[src/rtl/apb2_slave_regs_if.sv]
`default_nettype none
// ============================================================================
// Module   : apb2_slave_regs_if
// Desc     : APB2 (AMBA 2) bus bundle with master and slave views.
// Revision : 1.0
// ============================================================================
interface apb2_slave_regs_if #(
    parameter int ADDR_WIDTH = 8,
    parameter int DATA_WIDTH = 32
);
    logic                  pselx;
    logic                  pwrite;
    logic                  penable;
    logic [ADDR_WIDTH-1:0] paddr;
    logic [DATA_WIDTH-1:0] pwdata;
    logic [DATA_WIDTH-1:0] prdata;

    modport master (
        output pselx,
        output pwrite,
        output penable,
        output paddr,
        output pwdata,
        input  prdata
    );

    modport slave (
        input  pselx,
        input  pwrite,
        input  penable,
        input  paddr,
        input  pwdata,
        output prdata
    );
endinterface
`default_nettype wire

[src/rtl/apb2_slave_regs.sv]
`default_nettype none
// ============================================================================
// Module   : apb2_slave_regs
// Desc     : APB2 responder with a NUM_REGS word register bank and bus-phase
//            tracker; protocol checker enabled by APB2_SLAVE_PROT_CHECK_EN.
// Revision : 1.0
// ============================================================================
module apb2_slave_regs #(
    parameter int                    ADDR_WIDTH = 8,
    parameter int                    DATA_WIDTH = 32,
    parameter int                    NUM_REGS   = 16,
    parameter logic [DATA_WIDTH-1:0] ID_VALUE   = 32'hA2B2_0001
) (
    input  logic                           pclk,
    input  logic                           preset,
    apb2_slave_regs_if.slave               bus,
    output logic [NUM_REGS*DATA_WIDTH-1:0] reg_out,
    output logic                           wr_strobe,
    output logic [$clog2(NUM_REGS)-1:0]    wr_idx,
    output logic                           prot_err,
    output logic [7:0]                     err_count,
    input  logic                           err_clr
);
    localparam int C_IDX_W = $clog2(NUM_REGS);

    logic [DATA_WIDTH-1:0] regs_q [NUM_REGS];
    logic [DATA_WIDTH-1:0] regs_d [NUM_REGS];
    logic [DATA_WIDTH-1:0] prdata_q, prdata_d;
    logic                  wr_strobe_q, wr_strobe_d;
    logic [C_IDX_W-1:0]    wr_idx_q, wr_idx_d;

    logic [C_IDX_W-1:0]    w_idx;
    logic                  w_in_range;
    logic                  w_setup;
    logic                  w_access;
    logic                  w_commit;

    assign w_idx      = bus.paddr[C_IDX_W+1:2];
    assign w_in_range = ({{(32-ADDR_WIDTH){1'b0}}, bus.paddr} < 32'(4 * NUM_REGS));
    assign w_setup    = bus.pselx & ~bus.penable;

`ifdef APB2_SLAVE_PROT_CHECK_EN
    typedef enum logic [1:0] {
        ST_IDLE   = 2'd0,
        ST_SETUP  = 2'd1,
        ST_ACCESS = 2'd2
    } state_t;

    state_t                state_q, state_d;
    logic [ADDR_WIDTH-1:0] setup_addr_q, setup_addr_d;
    logic                  setup_write_q, setup_write_d;
    logic                  prot_err_q, prot_err_d;
    logic [7:0]            err_count_q, err_count_d;
    logic                  w_violation;

    // State lags the bus by one cycle: SETUP is held while the access phase is on the bus.
    always_comb begin
        state_d       = w_setup ? ST_SETUP : ST_IDLE;
        setup_addr_d  = setup_addr_q;
        setup_write_d = setup_write_q;
        w_access      = 1'b0;
        w_violation   = 1'b0;
        case (state_q)
            ST_SETUP: begin
                if (bus.pselx && bus.penable && (bus.paddr == setup_addr_q) &&
                    (bus.pwrite == setup_write_q)) begin
                    w_access = 1'b1;
                    state_d  = ST_ACCESS;
                end else begin
                    w_violation = 1'b1;
                end
            end
            default: begin
                if (bus.pselx && bus.penable) begin
                    w_violation = 1'b1;
                    state_d     = ST_IDLE;
                end
            end
        endcase
        if (w_setup) begin
            setup_addr_d  = bus.paddr;
            setup_write_d = bus.pwrite;
        end

        prot_err_d  = prot_err_q;
        err_count_d = err_count_q;
        if (w_violation) begin
            prot_err_d  = 1'b1;
            err_count_d = err_clr ? 8'd1 :
                          (err_count_q == 8'hFF) ? 8'hFF : err_count_q + 8'd1;
        end else if (err_clr) begin
            prot_err_d  = 1'b0;
            err_count_d = 8'd0;
        end
    end

    assign prot_err  = prot_err_q;
    assign err_count = err_count_q;
`else
    logic unused_err_clr;

    assign w_access       = bus.pselx & bus.penable;
    assign prot_err       = 1'b0;
    assign err_count      = 8'd0;
    assign unused_err_clr = err_clr;
`endif

    assign w_commit = w_access & bus.pwrite & w_in_range & (w_idx != '0);

    always_comb begin
        regs_d      = regs_q;
        prdata_d    = prdata_q;
        wr_strobe_d = 1'b0;
        wr_idx_d    = wr_idx_q;
        if (w_setup && !bus.pwrite) begin
            if (!w_in_range) begin
                prdata_d = '0;
            end else if (w_idx == '0) begin
                prdata_d = ID_VALUE;
            end else begin
                prdata_d = regs_q[w_idx];
            end
        end
        if (w_commit) begin
            regs_d[w_idx] = bus.pwdata;
            wr_strobe_d   = 1'b1;
            wr_idx_d      = w_idx;
        end
    end

    always_ff @(posedge pclk) begin
        if (preset) begin
            regs_q        <= '{default: '0};
            prdata_q      <= '0;
            wr_strobe_q   <= 1'b0;
            wr_idx_q      <= '0;
`ifdef APB2_SLAVE_PROT_CHECK_EN
            state_q       <= ST_IDLE;
            setup_addr_q  <= '0;
            setup_write_q <= 1'b0;
            prot_err_q    <= 1'b0;
            err_count_q   <= 8'd0;
`endif
        end else begin
            regs_q        <= regs_d;
            prdata_q      <= prdata_d;
            wr_strobe_q   <= wr_strobe_d;
            wr_idx_q      <= wr_idx_d;
`ifdef APB2_SLAVE_PROT_CHECK_EN
            state_q       <= state_d;
            setup_addr_q  <= setup_addr_d;
            setup_write_q <= setup_write_d;
            prot_err_q    <= prot_err_d;
            err_count_q   <= err_count_d;
`endif
        end
    end

    assign bus.prdata = prdata_q;
    assign wr_strobe  = wr_strobe_q;
    assign wr_idx     = wr_idx_q;

    // Register 0 is the read-only ID word; its storage slot is never written.
    for (genvar gi = 0; gi < NUM_REGS; gi++) begin : g_reg_out
        if (gi == 0) begin : g_id
            assign reg_out[gi*DATA_WIDTH +: DATA_WIDTH] = ID_VALUE;
        end else begin : g_rw
            assign reg_out[gi*DATA_WIDTH +: DATA_WIDTH] = regs_q[gi];
        end
    end
endmodule
`default_nettype wire

[src/flat_wrapper.sv]
// flat-port wrapper written by rule: the top's interface ports become plain ports
module apb2_slave_regs_flat 
#(
    parameter int                    ADDR_WIDTH = 8,
    parameter int                    DATA_WIDTH = 32,
    parameter int                    NUM_REGS   = 16,
    parameter logic [DATA_WIDTH-1:0] ID_VALUE   = 32'hA2B2_0001
)
  (pclk, preset, reg_out, wr_strobe, wr_idx, prot_err, err_count, err_clr, bus_pselx, bus_pwrite, bus_penable, bus_paddr, bus_pwdata, bus_prdata);
  apb2_slave_regs_if #(.ADDR_WIDTH(ADDR_WIDTH), .DATA_WIDTH(DATA_WIDTH)) bus_i ();
  input  logic pclk;
  input  logic preset;
  output logic [NUM_REGS*DATA_WIDTH-1:0] reg_out;
  output logic wr_strobe;
  output logic [$clog2(NUM_REGS)-1:0] wr_idx;
  output logic prot_err;
  output logic [7:0] err_count;
  input  logic err_clr;
  input wire logic [$bits(bus_i.pselx)-1:0] bus_pselx;
  input wire logic [$bits(bus_i.pwrite)-1:0] bus_pwrite;
  input wire logic [$bits(bus_i.penable)-1:0] bus_penable;
  input wire logic [$bits(bus_i.paddr)-1:0] bus_paddr;
  input wire logic [$bits(bus_i.pwdata)-1:0] bus_pwdata;
  output wire logic [$bits(bus_i.prdata)-1:0] bus_prdata;
  assign bus_i.pselx = bus_pselx;
  assign bus_i.pwrite = bus_pwrite;
  assign bus_i.penable = bus_penable;
  assign bus_i.paddr = bus_paddr;
  assign bus_i.pwdata = bus_pwdata;
  assign bus_prdata = bus_i.prdata;
  apb2_slave_regs #(.ADDR_WIDTH(ADDR_WIDTH), .DATA_WIDTH(DATA_WIDTH), .NUM_REGS(NUM_REGS), .ID_VALUE(ID_VALUE)) u_core (.pclk(pclk), .preset(preset), .bus(bus_i), .reg_out(reg_out), .wr_strobe(wr_strobe), .wr_idx(wr_idx), .prot_err(prot_err), .err_count(err_count), .err_clr(err_clr));
endmodule
[config.mk]
export PLATFORM = sky130hd
export DESIGN_NAME = apb2_slave_regs_flat
export DESIGN_NICKNAME = d
export VERILOG_FILES = /design/src/rtl/apb2_slave_regs_if.sv /design/src/rtl/apb2_slave_regs.sv /design/src/flat_wrapper.sv
export SDC_FILE = /design/constraint.sdc
export NUM_CORES = 1
export LEC_CHECK = 0
export BUFFER_PORTS_ARGS = -buffer_cell sky130_fd_sc_hd__buf_2
export CAP_MARGIN = 25
export CORE_MARGIN = 3
export CORE_UTILIZATION = 25
export DETAILED_ROUTE_END_ITERATION = 16
export PLACE_DENSITY = 0.5
export SYNTH_ARGS = -nofsm -noshare
export SYNTH_HDL_FRONTEND = slang
export SYNTH_SLANG_ARGS = --single-unit
[constraint.sdc]
create_clock -name pclk -period 2.1 [get_ports pclk]
set_input_delay 0.315 -clock pclk [delete_from_list [all_inputs] [get_ports pclk]]
set_output_delay 0.315 -clock pclk [all_outputs]
set_load 0.02 [all_outputs]
==> results of run 1 <==
-- synthesized netlist by cell type (all sizes together), types with 2 or more instances --
master and n:
nor3 3, clkbuf 124, a22oi 14, a221o 8
mux2 16, nand2b 291, nor2 5, a21oi 228
nand4 5, nor2b 29, nand3 2, conb 2
a211o 2, nor4 7, and2 2, o211ai 14
or4 2, a221oi 16, inv 9, nand2 488
o221ai 10, and4 2, a21o 8, mux4 112
dfxtp 541, mux2i 306, buf 644
-- power groups by stage --
stage | clock network (mW) | registers, mW | logic (mW)
2_1_floorplan | 0 | 10.5 | 0.840
6_report | 12.2 | 10.3 | 1.29
3_3_place_gp | 0 | 10.5 | 1.25
5_1_grt | 12.9 | 10.3 | 1.37
4_1_cts | 12.5 | 10.3 | 1.30
3_5_place_dp | 0 | 10.5 | 1.25
-- per-stage QoR --
step / hold slack, ns / instances / instance area [sq um] / total power, mW
5_1_grt: 0.0433 / 4476 / 31400 / 24.5
3_3_place_gp: 0.432 / 4327 / 28800 / 11.8
6_report: 0.0549 / 4479 / 31400 / 23.7
2_1_floorplan: 0.433 / 2936 / 27800 / 11.4
4_1_cts: 0.00461 / 4474 / 31400 / 24.1
3_5_place_dp: 0.437 / 4327 / 28800 / 11.8
-- metal layers --
layer  GRT usage  routed length, um  up-vias
li1            -                  -     9235
met1       0.259              51400     9776
met2       0.256              44400      625
met3      0.0363               5860      147
met4      0.0637               3700        0
met5           0                  0        -
-- flip-flops by register name, summed over array words and instances, names as in the netlist --
register and flops:
u_core.regs_q 24, u_core.wr_strobe 1, u_core.reg_out 480, u_core.wr_idx 4, u_core.bus.prdata 32
-- worst min-delay path, cell delays in order --
cell and delay [ns]:
buf_2 0.18, nand2_1 0.08, a21oi_1 0.05
-- worst min-delay path by stage --
stage	endpoint	slack, ns	cells past startpoint
2_1_floorplan	u_core.regs_q[481]$_SDFFE_PP0P_	0.43	1
3_3_place_gp	u_core.bus.prdata[21]$_SDFFE_PP0P_	0.43	1
3_5_place_dp	u_core.bus.prdata[21]$_SDFFE_PP0P_	0.44	1
4_1_cts	u_core.wr_idx[3]$_SDFFE_PP0P_	0.005	3
5_1_grt	u_core.reg_out[87]$_SDFFE_PP0P_	0.04	3
6_report	u_core.wr_idx[3]$_SDFFE_PP0P_	0.05	3
-- logic make-up (layout without fill, tap and decap cells) --
logic type / after synthesis / count (layout) / share of synthesized area
flip-flops: 541 / 541 / 0.392
other: 2 / 46 / 0.000272
AND/OR/NAND/NOR: 841 / 841 / 0.151
AO/OA/AOI/OAI: 302 / 302 / 0.0635
multiplexers: 434 / 434 / 0.209
buffers and inverters: 777 / 839 / 0.184
-- layout make-up --
| cell class | instances | area (sq um) |
|---|---|---|
| fill | 11600 | 77900 |
| multi-input combinational | 1618 | 11900 |
| clock buffer | 94 | 1980 |
| antenna | 5 | 12.5 |
| timing repair buffer | 710 | 4510 |
| clock inverter | 26 | 320 |
| tap | 1476 | 1850 |
| inverter | 9 | 33.8 |
| sequential | 541 | 10800 |
-- timing repair --
| action | CTS | global route |
|---|---|---|
| hold buffers | 27 | 0 |
| resized for setup | 0 | 0 |
| setup buffers | 0 | 0 |
| hold endpoints to repair | 166 | 0 |
==> impl_metrics.env, run 1 <==
export IMPL_cts_buffer_depth=3
export IMPL_p_int_mw=18.0
export IMPL_worstPathCellList="dlygate4sd3_1 -> buf_8 -> buf_12 -> buf_12 -> mux2i_1 -> a221o_1 -> a221oi_1 -> a21o_1"
export IMPL_die_area_sq_um=115000
export IMPL_gp_congestion=0.845
export IMPL_status="finished, final reports clean"
export IMPL_rsz0062_at_grt="false"
export IMPL_grtUsageTotal=0.177
export IMPL_initialDrtViolationCount=1343
export IMPL_cts_sinks=541
export IMPL_path_buf_inv=4
export IMPL_cts_tree="built"
export IMPL_area_delta_synth_final_pct=13.7
export IMPL_min_period_ns=2.02
export IMPL_avgSynthCellArea_sq_um=9.54
export IMPL_synthDistinctLibCells=45
export IMPL_setup_viol=0
export IMPL_clk_latency_ns=0.64
export IMPL_combPwrFrac=0.054
export IMPL_timing_final_crit_share=0.961
export IMPL_antenna_found_initial=9
export IMPL_synth_area_sq_um=27600
export IMPL_grt_ovfl_total=0
export IMPL_grt_max_degree=88
export IMPL_synth_cells=2897
export IMPL_synth_seq_cells=541
export IMPL_fp_row_count=121
export IMPL_r2r_setup_slack_ns=0.63
export IMPL_vias=19800
export IMPL_r2r_start="u_core.reg_out[113]$_SDFFE_PP0P_"
export IMPL_cts_buffers=68
export IMPL_synth_edf_count=0
export IMPL_die_h_um=338
export IMPL_crit_required_ns=2.64
export IMPL_synthArstFlopShare=0
export IMPL_routed_wl_um=105000
export IMPL_critPathLaunchType="input port"
export IMPL_mostFrequentLayoutCells="556 x buf_2, 541 x dfxtp_1, 481 x nand2_1"
export IMPL_powerDensity_nw_per_um2=756
export IMPL_fp_dieW_um=338
export IMPL_root_buffer="clkbuf_16"
export IMPL_drc=0
export IMPL_crit_arrival_ns=2.55
export IMPL_first_pass_iters=5
export IMPL_path_depth=8
export IMPL_ioPinCount=604
export IMPL_fin_skew_ns=0.0346
export IMPL_hold_start="bus_paddr[5]"
export IMPL_final_hold_viol_count=0
export IMPL_switchingPower_mw=5.75
export IMPL_initial_core_util=0.253
export IMPL_slew_headroom=0.498
export IMPL_cts_clk_slew_worst_paths_ns=0.06
export IMPL_tns_ns=0
export IMPL_hpwl_um=79400
export IMPL_port_buffers=559
export IMPL_clockPowerShare=0.513
export IMPL_core_area_sq_um=109000
export IMPL_fmax_mhz=495
export IMPL_place_ws_ns=0.0404
export IMPL_path_class="in2reg"
export IMPL_worstReg2RegEnd="u_core.bus.prdata[17]$_SDFFE_PP0P_"
export IMPL_critPathMostFrequentCell="buf_12"
export IMPL_synth_area_leader_cell="dfxtp_1"
export IMPL_final_max_slew_viol_count=0
export IMPL_setup_slack_ns=0.0809
export IMPL_crit_end="u_core.bus.prdata[17]$_SDFFE_PP0P_"
export IMPL_cts_max_level=3
export IMPL_layout_commonest_cell="buf_2"
export IMPL_p_leak_nw=14.1
export IMPL_p_seq_frac=0.433
export IMPL_holdCritPathClass="in2reg"
export IMPL_swShare=0.242
export IMPL_path_delay_family="buffers and inverters"
export IMPL_nNetsFinal=2994
export IMPL_yosys_area_top_type_share=0.392
export IMPL_cpPeakStageDelay_ns=0.60
export IMPL_wl_per_cell_um=23.5
export IMPL_drv_cap=0
export IMPL_startpoint="bus_paddr[3]"
export IMPL_grt_first_pass_wirelength_um=149000
export IMPL_yosysWarnings=0
export IMPL_drive_above_1_share=0.316
export IMPL_vias_per_cell=4.42
export IMPL_yosys_top_cells_area="dfxtp_1 39%, buf_4 15%, mux2i_1 11%, mux4_2 9.1%, nand2b_1 6.6%"
export IMPL_max_slew_worst_pin_slew_ns=0.751
export IMPL_crit_fanout=14
export IMPL_reg2reg_depth=4
export IMPL_seq_area_frac_synth=0.392
export IMPL_antenna_left=0
export IMPL_grt_pass1_vias=19100
export IMPL_end_kind="flop"
export IMPL_final_util=0.287
export IMPL_cp_slowest_cell="mux2i_1"
export IMPL_peakVddDrop_mv=0.418
export IMPL_synthFlopType="dfxtp_1"
Note: power is estimated with default switching activity, not from simulation.
==> inputs of run 2 (changes only) <==
--- a/config.mk
+++ b/config.mk
@@ -5,12 +5,15 @@
 export SDC_FILE = /design/constraint.sdc
 export NUM_CORES = 1
 export LEC_CHECK = 0
+export ABC_CLOCK_PERIOD_IN_PS = 2100
 export BUFFER_PORTS_ARGS = -buffer_cell sky130_fd_sc_hd__buf_2
 export CAP_MARGIN = 25
+export CELL_PAD_IN_SITES_DETAIL_PLACEMENT = 1
+export CELL_PAD_IN_SITES_GLOBAL_PLACEMENT = 1
 export CORE_MARGIN = 3
 export CORE_UTILIZATION = 25
 export DETAILED_ROUTE_END_ITERATION = 16
-export PLACE_DENSITY = 0.5
+export PLACE_DENSITY = 0.52
 export SYNTH_ARGS = -nofsm -noshare
 export SYNTH_HDL_FRONTEND = slang
 export SYNTH_SLANG_ARGS = --single-unit
==> impl_metrics.env, run 2 (synthesized netlist as in run 1, its figures left out) <==
export IMPL_cts_sinks=541
export IMPL_final_max_slew_viol_count=0
export IMPL_ctsResizeCount=0
export IMPL_grtUsageTotal=0.186
export IMPL_tns_ns=0
export IMPL_p_int_mw=18.4
export IMPL_cts_buffers=73
export IMPL_peakVddDrop_mv=0.454
export IMPL_die_h_um=338
export IMPL_gp_congestion=0.824
export IMPL_crit_fanout=32
export IMPL_holdCritPathClass="in2reg"
export IMPL_vias_per_cell=4.45
export IMPL_grt_ovfl_total=0
export IMPL_cts_max_level=3
export IMPL_slew_headroom=0.306
export IMPL_drc=0
export IMPL_crit_required_ns=2.60
export IMPL_min_period_ns=1.80
export IMPL_powerDensity_nw_per_um2=771
export IMPL_max_slew_worst_pin_slew_ns=1.04
export IMPL_clockPowerShare=0.524
export IMPL_n_fill_cell=12500
export IMPL_layout_commonest_cell="buf_2"
export IMPL_multiInputGateArea_sq_um=11900
export IMPL_port_buffers=559
export IMPL_status="finished, final reports clean"
export IMPL_vias=19900
export IMPL_rsz0062_at_grt="false"
export IMPL_initialDrtViolationCount=1205
export IMPL_final_hold_viol_count=0
export IMPL_r2r_setup_slack_ns=0.61
export IMPL_fmax_mhz=556
export IMPL_timing_final_crit_share=0.856
export IMPL_grt_pass1_vias=19800
export IMPL_fp_dieW_um=338
export IMPL_r2r_start="u_core.reg_out[268]$_SDFFE_PP0P_"
export IMPL_grtUsageMet2=0.278
export IMPL_use_met3=0.0426
export IMPL_p_seq_frac=0.424
export IMPL_antenna_left=0
export IMPL_instances_no_fill=4475
export IMPL_final_util=0.288
export IMPL_routed_wl_um=110000
export IMPL_hpwl_um=82500
export IMPL_fp_row_count=121
export IMPL_cts_buffer_depth=3
export IMPL_ioPinCount=604
export IMPL_largest_reg_flops=480
export IMPL_worstReg2RegEnd="u_core.bus.prdata[12]$_SDFFE_PP0P_"
export IMPL_mostFrequentLayoutCells="556 x buf_2, 541 x dfxtp_1, 481 x nand2_1"
export IMPL_drv_cap=0
export IMPL_setup_viol=0
export IMPL_cts_clk_slew_worst_paths_ns=0.05
export IMPL_dp_cells=4316
export IMPL_grt_first_pass_wirelength_um=156000
export IMPL_path_class="in2reg"
export IMPL_crit_arrival_ns=2.30
export IMPL_holdWs_ns=0.0582
export IMPL_die_area_sq_um=115000
export IMPL_area_delta_synth_final_pct=14.0
export IMPL_initial_core_util=0.253
export IMPL_reg2reg_depth=4
export IMPL_top_usage_layer="met2"
export IMPL_wl_per_cell_um=24.6
export IMPL_met1_usage=0.262
export IMPL_cts_tree="built"
export IMPL_root_buffer="clkbuf_16"
export IMPL_drive_above_1_share=0.313
export IMPL_core_area_sq_um=109000
export IMPL_fin_skew_ns=0.0165
export IMPL_combPwrFrac=0.052
export IMPL_worst_hold_path_endpoint="u_core.reg_out[273]$_SDFFE_PP0P_"
export IMPL_first_pass_iters=5
export IMPL_area_sequential_sq_um=10800
export IMPL_clk_latency_ns=0.63
export IMPL_critPathLaunchType="input port"
export IMPL_hold_start="bus_pwdata[17]"
export IMPL_switchingPower_mw=5.87
export IMPL_nNetsFinal=2985
export IMPL_swShare=0.242
export IMPL_p_leak_nw=14.2
export IMPL_antenna_found_initial=11
export IMPL_hold_path_cell_count=3
export IMPL_end_kind="flop"
export IMPL_grt_max_degree=135
-- run 2: worst max-delay path by stage --
stage / start / end / slack, ns
5_1_grt: bus_paddr[5] / u_core.reg_out[92]$_SDFFE_PP0P_ / 0.21
6_report: bus_paddr[5] / u_core.reg_out[450]$_SDFFE_PP0P_ / 0.30
3_3_place_gp: bus_paddr[7] / u_core.reg_out[94]$_SDFFE_PP0P_ / 0.02
4_1_cts: bus_paddr[5] / u_core.reg_out[88]$_SDFFE_PP0P_ / 0.34
2_1_floorplan: bus_paddr[3] / u_core.bus.prdata[13]$_SDFFE_PP0P_ / 0.19
3_5_place_dp: bus_paddr[7] / u_core.reg_out[88]$_SDFFE_PP0P_ / -0.03
-- run 2: what timing repair did --
action                                 CTS  global route
hold buffers                            24             0
endpoints found under the hold margin  134             0
buffers inserted                         0             0
-- run 2: final cells by class --
type                            instances  area share
Sequential cell                       541       0.344
Antenna cell                            4    0.000318
Multi-Input combinational cell       1618       0.377
Clock buffer                          110      0.0691
Tap cell                             1476      0.0586
Inverter                                9     0.00107
Clock inverter                         21     0.00814
Timing Repair Buffer                  696       0.142
-- run 2: critical path, stage by stage --
cell	delay, ns
dlygate4sd3_1	0.55
buf_2	0.27
nand2b_2	0.15
or4_1	0.59
buf_12	0.20
nand2_1	0.11
a21oi_1	0.07
-- run 2: routing by layer --
layer	share of wire	vias up
met4	0.030	2
met2	0.44	539
li1	-	9214
met1	0.48	10000
met3	0.056	128
met5	0.00012	-
-- run 2: power by group through the flow --
stage	Clock (mW)	Combinational, mW	Sequential, mW
6_report	12.7	1.27	10.3
5_1_grt	13.6	1.36	10.3
4_1_cts	13.1	1.29	10.3
3_5_place_dp	0	1.25	10.5
3_3_place_gp	0	1.25	10.5
2_1_floorplan	0	0.840	10.5
-- run 2: metrics by stage --
step | setup slack [ns] | cell area [sq um] | power (mW)
final | 0.303 | 31500 | 24.3
after global routing | 0.209 | 31500 | 25.2
after CTS | 0.341 | 31500 | 24.7
after detailed placement | -0.0269 | 28800 | 11.8
after global placement | 0.0180 | 28800 | 11.8
after floorplan | 0.193 | 27800 | 11.4
